`src/rtl/serial_sub_pkg.sv`:
```
// Shared types and constants for the bit-serial subtractor.
package serial_sub_pkg;

    // Sequencer states
    typedef enum logic [1:0] {
        IDLE  = 2'd0,
        SHIFT = 2'd1,
        DONE  = 2'd2
    } state_e;

    // Default operand/result width
    localparam int unsigned DEFAULT_WIDTH = 4;

    // Bit-counter width for a given operand width; never narrower than one bit
    function automatic int unsigned cnt_width(input int unsigned w);
        return (w < 2) ? 1 : $clog2(w);
    endfunction

endpackage

```
`src/rtl/full_subtractor.sv`:
```
// Combinational one-bit full subtractor: d = a - b - bin, bout = borrow out.
module full_subtractor (
    input  logic a,
    input  logic b,
    input  logic bin,
    output logic d,
    output logic bout
);

    assign d    = a ^ b ^ bin;
    assign bout = (~a & b) | (~(a ^ b) & bin);

endmodule

```
`src/rtl/serial_subtractor.sv`:
```
// Bit-serial WIDTH-bit subtractor (a - b - input_borrow), one bit per clock,
// with a start/done handshake. Results are registered and held until the next
// operation completes. Define SERIAL_SUB_OVF_EN to add the signed-overflow port.
module serial_subtractor
    import serial_sub_pkg::*;
#(
    parameter int unsigned WIDTH = DEFAULT_WIDTH
) (
    input  logic             clk,
    input  logic             rst_n,
    input  logic             start,
    input  logic [WIDTH-1:0] a,
    input  logic [WIDTH-1:0] b,
    input  logic             input_borrow,
    output logic             busy,
    output logic             done,
    output logic [WIDTH-1:0] diff,
    output logic             output_borrow
`ifdef SERIAL_SUB_OVF_EN
    ,
    output logic             overflow
`endif
);

    localparam int unsigned CW = cnt_width(WIDTH);
    localparam logic [CW-1:0] LAST_BIT = CW'(WIDTH - 1);

    state_e           state_q, state_d;
    logic [WIDTH-1:0] a_q, a_d;
    logic [WIDTH-1:0] b_q, b_d;
    logic [WIDTH-1:0] part_q, part_d;
    logic             bor_q, bor_d;
    logic [CW-1:0]    cnt_q, cnt_d;
    logic [WIDTH-1:0] diff_q, diff_d;
    logic             obor_q, obor_d;

    logic             d_bit;
    logic             bout_bit;
    logic             accept;
    logic             last;

`ifdef SERIAL_SUB_OVF_EN
    // Operand MSBs are shifted out of a_q/b_q, so keep copies for overflow
    logic             amsb_q, amsb_d;
    logic             bmsb_q, bmsb_d;
    logic             ovf_q, ovf_d;
`endif

    full_subtractor u_cell (
        .a    (a_q[0]),
        .b    (b_q[0]),
        .bin  (bor_q),
        .d    (d_bit),
        .bout (bout_bit)
    );

    assign accept = start && ((state_q == IDLE) || (state_q == DONE));
    assign last   = (state_q == SHIFT) && (cnt_q == LAST_BIT);

    // Next-state and datapath update
    always_comb begin
        state_d = state_q;
        a_d     = a_q;
        b_d     = b_q;
        part_d  = part_q;
        bor_d   = bor_q;
        cnt_d   = cnt_q;
        diff_d  = diff_q;
        obor_d  = obor_q;
`ifdef SERIAL_SUB_OVF_EN
        amsb_d  = amsb_q;
        bmsb_d  = bmsb_q;
        ovf_d   = ovf_q;
`endif
        unique case (state_q)
            IDLE, DONE: begin
                if (accept) begin
                    a_d     = a;
                    b_d     = b;
                    part_d  = '0;
                    bor_d   = input_borrow;
                    cnt_d   = '0;
                    state_d = SHIFT;
`ifdef SERIAL_SUB_OVF_EN
                    amsb_d  = a[WIDTH-1];
                    bmsb_d  = b[WIDTH-1];
`endif
                end else begin
                    state_d = IDLE;
                end
            end
            SHIFT: begin
                a_d    = a_q >> 1;
                b_d    = b_q >> 1;
                part_d = {d_bit, part_q[WIDTH-1:1]};
                bor_d  = bout_bit;
                cnt_d  = cnt_q + CW'(1);
                if (last) begin
                    // Partial result only reaches the ports once complete
                    diff_d  = {d_bit, part_q[WIDTH-1:1]};
                    obor_d  = bout_bit;
                    cnt_d   = '0;
                    state_d = DONE;
`ifdef SERIAL_SUB_OVF_EN
                    ovf_d   = (amsb_q ^ bmsb_q) & (d_bit ^ amsb_q);
`endif
                end
            end
            default: state_d = IDLE;
        endcase
    end

    // State and datapath registers, cleared asynchronously
    always_ff @(posedge clk or negedge rst_n) begin
        if (!rst_n) begin
            state_q <= IDLE;
            a_q     <= '0;
            b_q     <= '0;
            part_q  <= '0;
            bor_q   <= 1'b0;
            cnt_q   <= '0;
            diff_q  <= '0;
            obor_q  <= 1'b0;
        end else begin
            state_q <= state_d;
            a_q     <= a_d;
            b_q     <= b_d;
            part_q  <= part_d;
            bor_q   <= bor_d;
            cnt_q   <= cnt_d;
            diff_q  <= diff_d;
            obor_q  <= obor_d;
        end
    end

`ifdef SERIAL_SUB_OVF_EN
    // Overflow flag and captured operand MSBs
    always_ff @(posedge clk or negedge rst_n) begin
        if (!rst_n) begin
            amsb_q <= 1'b0;
            bmsb_q <= 1'b0;
            ovf_q  <= 1'b0;
        end else begin
            amsb_q <= amsb_d;
            bmsb_q <= bmsb_d;
            ovf_q  <= ovf_d;
        end
    end

    assign overflow = ovf_q;
`endif

    assign busy          = (state_q == SHIFT);
    assign done          = (state_q == DONE);
    assign diff          = diff_q;
    assign output_borrow = obor_q;

endmodule

```
`config.mk`:
```
export PLATFORM = sky130hd
export DESIGN_NAME = serial_subtractor
export DESIGN_NICKNAME = d
export VERILOG_FILES = /design/src/rtl/serial_sub_pkg.sv /design/src/rtl/full_subtractor.sv /design/src/rtl/serial_subtractor.sv
export SDC_FILE = /design/constraint.sdc
export NUM_CORES = 1
export LEC_CHECK = 0
export ABC_AREA = 1
export CAP_MARGIN = 20
export CORE_MARGIN = 2
export CORE_UTILIZATION = 45
export CTS_CLUSTER_DIAMETER = 150
export DETAILED_ROUTE_END_ITERATION = 8
export PLACE_DENSITY = 0.73
export SLEW_MARGIN = 10
export SYNTH_ARGS = -nofsm -noshare
export SYNTH_HDL_FRONTEND = slang
export SYNTH_SLANG_ARGS = --single-unit
```
`constraint.sdc`:
```
create_clock -name clk -period 1 [get_ports clk]
set_input_delay 0.1 -clock clk [delete_from_list [all_inputs] [get_ports clk]]
set_output_delay 0.1 -clock clk [all_outputs]
set_load 0.005 [all_outputs]
```
==> run metrics <==
status=finished, violations left; failing checks=negative setup slack; DIE AREA=2710 um^2; RSZ-0062 raised after global routing=yes; ranking of synthesized cells by area=dfrtp_1, nand2_1, inv_1; Post-Syn Area=roughly 1000 um^2; Routed Antenna Nets=0; Sw Pwr=between 2 and 2.5 mW; critical path type=reg -> reg; minimum clock period=1.23 ns; design area=between 1500 and 2000 um^2; post-route setup slack=-0.232 ns; CP max FO=5; Max Fclk=a little over 0.8 GHz; Syn Nets=~130; WL final=around 2.7 mm; CTS tree=built; Leakage=~0.8 nW; Mapped Cells=approximately 120; Worst-Skew Late Latency=about 0.3 ns; Antenna Cells=0; Async SR Flop Fraction=100%; Worst Clk Skew=~0.0028 ns; Reg power frac=between 20 and 30%; Cell variety after synth=17; placed inst area=between 1000 and 1500 um^2; PD cells=between 3000 and 4000 nW/um^2; drt initial violations=13; area leader, netlist=dfrtp_1; core area=~2200 um^2; Worst-Margin Slew=around 0.40 ns; Starting Density=47.4%; Port Buffers=18; placement row count=17; Die Ht=approximately 52 um; Worst-path clk slew=approximately 0.12 ns; P_int=3.06 mW; fin. max-slew vios=0; r2r startpoint=state_q[0]$_DFFE_PN0P_; CP startpoint=state_q[0]$_DFFE_PN0P_; Post-synth EDFFs=0; Hold Violations, Final=0; detailed-route DRC error count=0; Peak VDD IR=about 1.9 mV; GP Congestion=0.756; clock network fraction of total power=under 10%; io pins=19; Clock Tree Root=clkbuf_4; via count=919; Synth Register Bits=21; R2R Setup Slk=-0.23 ns; vias in the first global route=between 900 and 1000; syn avg cell area=approximately 8.7 um^2; initial antenna violation count=0; final setup vio count=23; synth warn=0; Tot GR Track Use=between 20% and 30%; DR WL/cell=roughly 14 um; max_cap viols=0; drt pass-1 iters=5; main flop type after synthesis=dfrtp_1; worst slack at placement=-0.189 ns; NumNets Final=roughly 180; share of power burned in combinational logic=roughly 64%; Avg Vias per Cell=4.84; synthesis-to-finish area growth=51.6%; Sink Count=21; post-synth top area share=between 50% and 60%; period utilization=123%; reg2reg end=a_q[0]$_DFFE_PN0P_; post-detail-place hpwl=1.67 mm; clk buf depth=2; CTS buffer count=3; CP endpoint=a_q[0]$_DFFE_PN0P_; Die X=roughly 52 um; Rel. slew slack=between 70% and 80%; CP arrival=1.48 ns; wire length of the first global-routing pass=roughly 4.4 mm; post-synthesis sequential area ratio=50.6%; r2r worst-path depth=8; worst hold path type=in -> async; critical path launch point type=register; Congestion Overflow GR=0; layout cells sized above 1=approximately 44%; crit path capture type=register; maximum number of pins on one net before global-route repair=22; H-Tree Depth=1; Sw Share=roughly 43%; Fill cells=~150; Req. time, crit path=about 1.3 ns; worst hold margin=0.128 ns; Post-CTS Hold Buffers=0
==> placed cells by master, fill, tap and decap left out <==
master           netlist  final
clkbuf_4               0      3
nand2_4                2      3
buf_12                 0      3
dfrtp_1               21     21
buf_2                  0      6
buf_4                  0     10
nor2_4                 1      2
inv_4                  1      3
clkdlybuf4s50_1        0     11
nor2_2                 0      1
clkinv_2               0      1
ha_1                   1      1
nand3_2                6      6
inv_2                  3      3
nand3_1                7      7
nand2_1               38     30
inv_6                  0      1
o21ai_1                6      2
inv_1                 21     18
o21ai_2                4      9
nand2_8                0      3
clkbuf_2               0      1
fa_2                   0      1
buf_6                  2      9
nand2_2                2      7
==> critical path, stage by stage, from the launching register on <==
cell,delay (ns)
dfrtp_1,0.44
buf_6,0.14
inv_4,0.06
buf_6,0.11
nand2_4,0.06
nand2_8,0.09
buf_12,0.12
nand3_2,0.07
nand2_1,0.08
==> cells by family (layout without fill, tap and decap cells) <==
family,Yosys count,after routing,share of synthesized area [%]
DFF,21,21,50.6
buffers and inverters,27,69,11.4
and+or+nand+nor,58,59,28.1
adders and majority gates,2,2,3.13
AOI/OAI and AO/OA,11,11,6.75
==> sequential cells by signal (all words and copies together), names as in the netlist <==
| name | cells |
|---|---|
| a_q | 4 |
| b_q | 4 |
| bor_q | 1 |
| cnt_q | 2 |
| diff | 4 |
| output_borrow | 1 |
| part_q | 3 |
| state_q | 2 |
==> stage by stage <==
stage | util [%] | total power [mW] | setup TNS [ns] | std cells
3_3_place_gp | 63.7 | 4.10 | -2.38 | 177
4_1_cts | 69.0 | 5.00 | -2.98 | 188
5_1_grt | 71.8 | 5.78 | -4.67 | 190
3_5_place_dp | 63.7 | 4.22 | -2.78 | 177
6_report | 71.8 | 5.39 | -3.84 | 190
2_1_floorplan | - | 3.10 | -0.327 | 119
==> worst min path at each step <==
stage | from | endpoint | slack (ns) | depth (start not counted)
6_report | rst_n | b_q[2]$_DFFE_PN0P_ | 0.13 | 2
5_1_grt | rst_n | b_q[2]$_DFFE_PN0P_ | 0.14 | 2
4_1_cts | rst_n | b_q[2]$_DFFE_PN0P_ | 0.12 | 2
3_5_place_dp | rst_n | b_q[2]$_DFFE_PN0P_ | 0.46 | 2
3_3_place_gp | rst_n | b_q[2]$_DFFE_PN0P_ | 0.46 | 2
2_1_floorplan | rst_n | a_q[0]$_DFFE_PN0P_ | -0.20 | 0
==> area by class of cell <==
| type | count | area (um^2) | area share, % |
|---|---|---|---|
| inverter | 25 | 106 | 6.76 |
| clock buffer | 3 | 22.5 | 1.43 |
| multi-input combinational | 72 | 498 | 31.6 |
| clock inverter | 1 | 5.00 | 0.318 |
| timing repair buffer | 40 | 382 | 24.2 |
| tap | 28 | 35.0 | 2.23 |
| sequential | 21 | 526 | 33.4 |
==> Yosys cell counts (2+ instances only) <==
cell / n
nand2_1: 38
nand3_1: 7
o21ai_1: 6
dfrtp_1: 21
buf_6: 2
inv_1: 21
nand3_2: 6
inv_2: 3
nand2_2: 2
nand2_4: 2
nor2_1: 2
o21ai_2: 4
==> power by group through the flow <==
stage                     Clock, mW  Combinational, mW  Sequential (mW)
final                         0.411               3.46             1.52
after global routing          0.445               3.78             1.55
after CTS                     0.420               3.10             1.47
after detailed placement          0               2.71             1.51
after global placement            0               2.62             1.48
after floorplan                   0               1.65             1.45
==> layer usage <==
| metal | vias up | GRT usage (%) | part of all wire, % |
|---|---|---|---|
| met5 | - | 0 | 0 |
| met3 | 4 | 2.01 | 2.1 |
| met2 | 16 | 37.1 | 56 |
| li1 | 451 | - | - |
| met1 | 448 | 29.4 | 40 |
| met4 | 0 | 11.0 | 1.5 |
==> what timing repair did <==
action                     in CTS  in global routing
buffers inserted                6                  2
cloned                          1                  0
pin swaps                       6                  2
resized for setup              46                 17
setup endpoints to repair      27                 24
No activity file was read; power rests on OpenSTA's default activity.
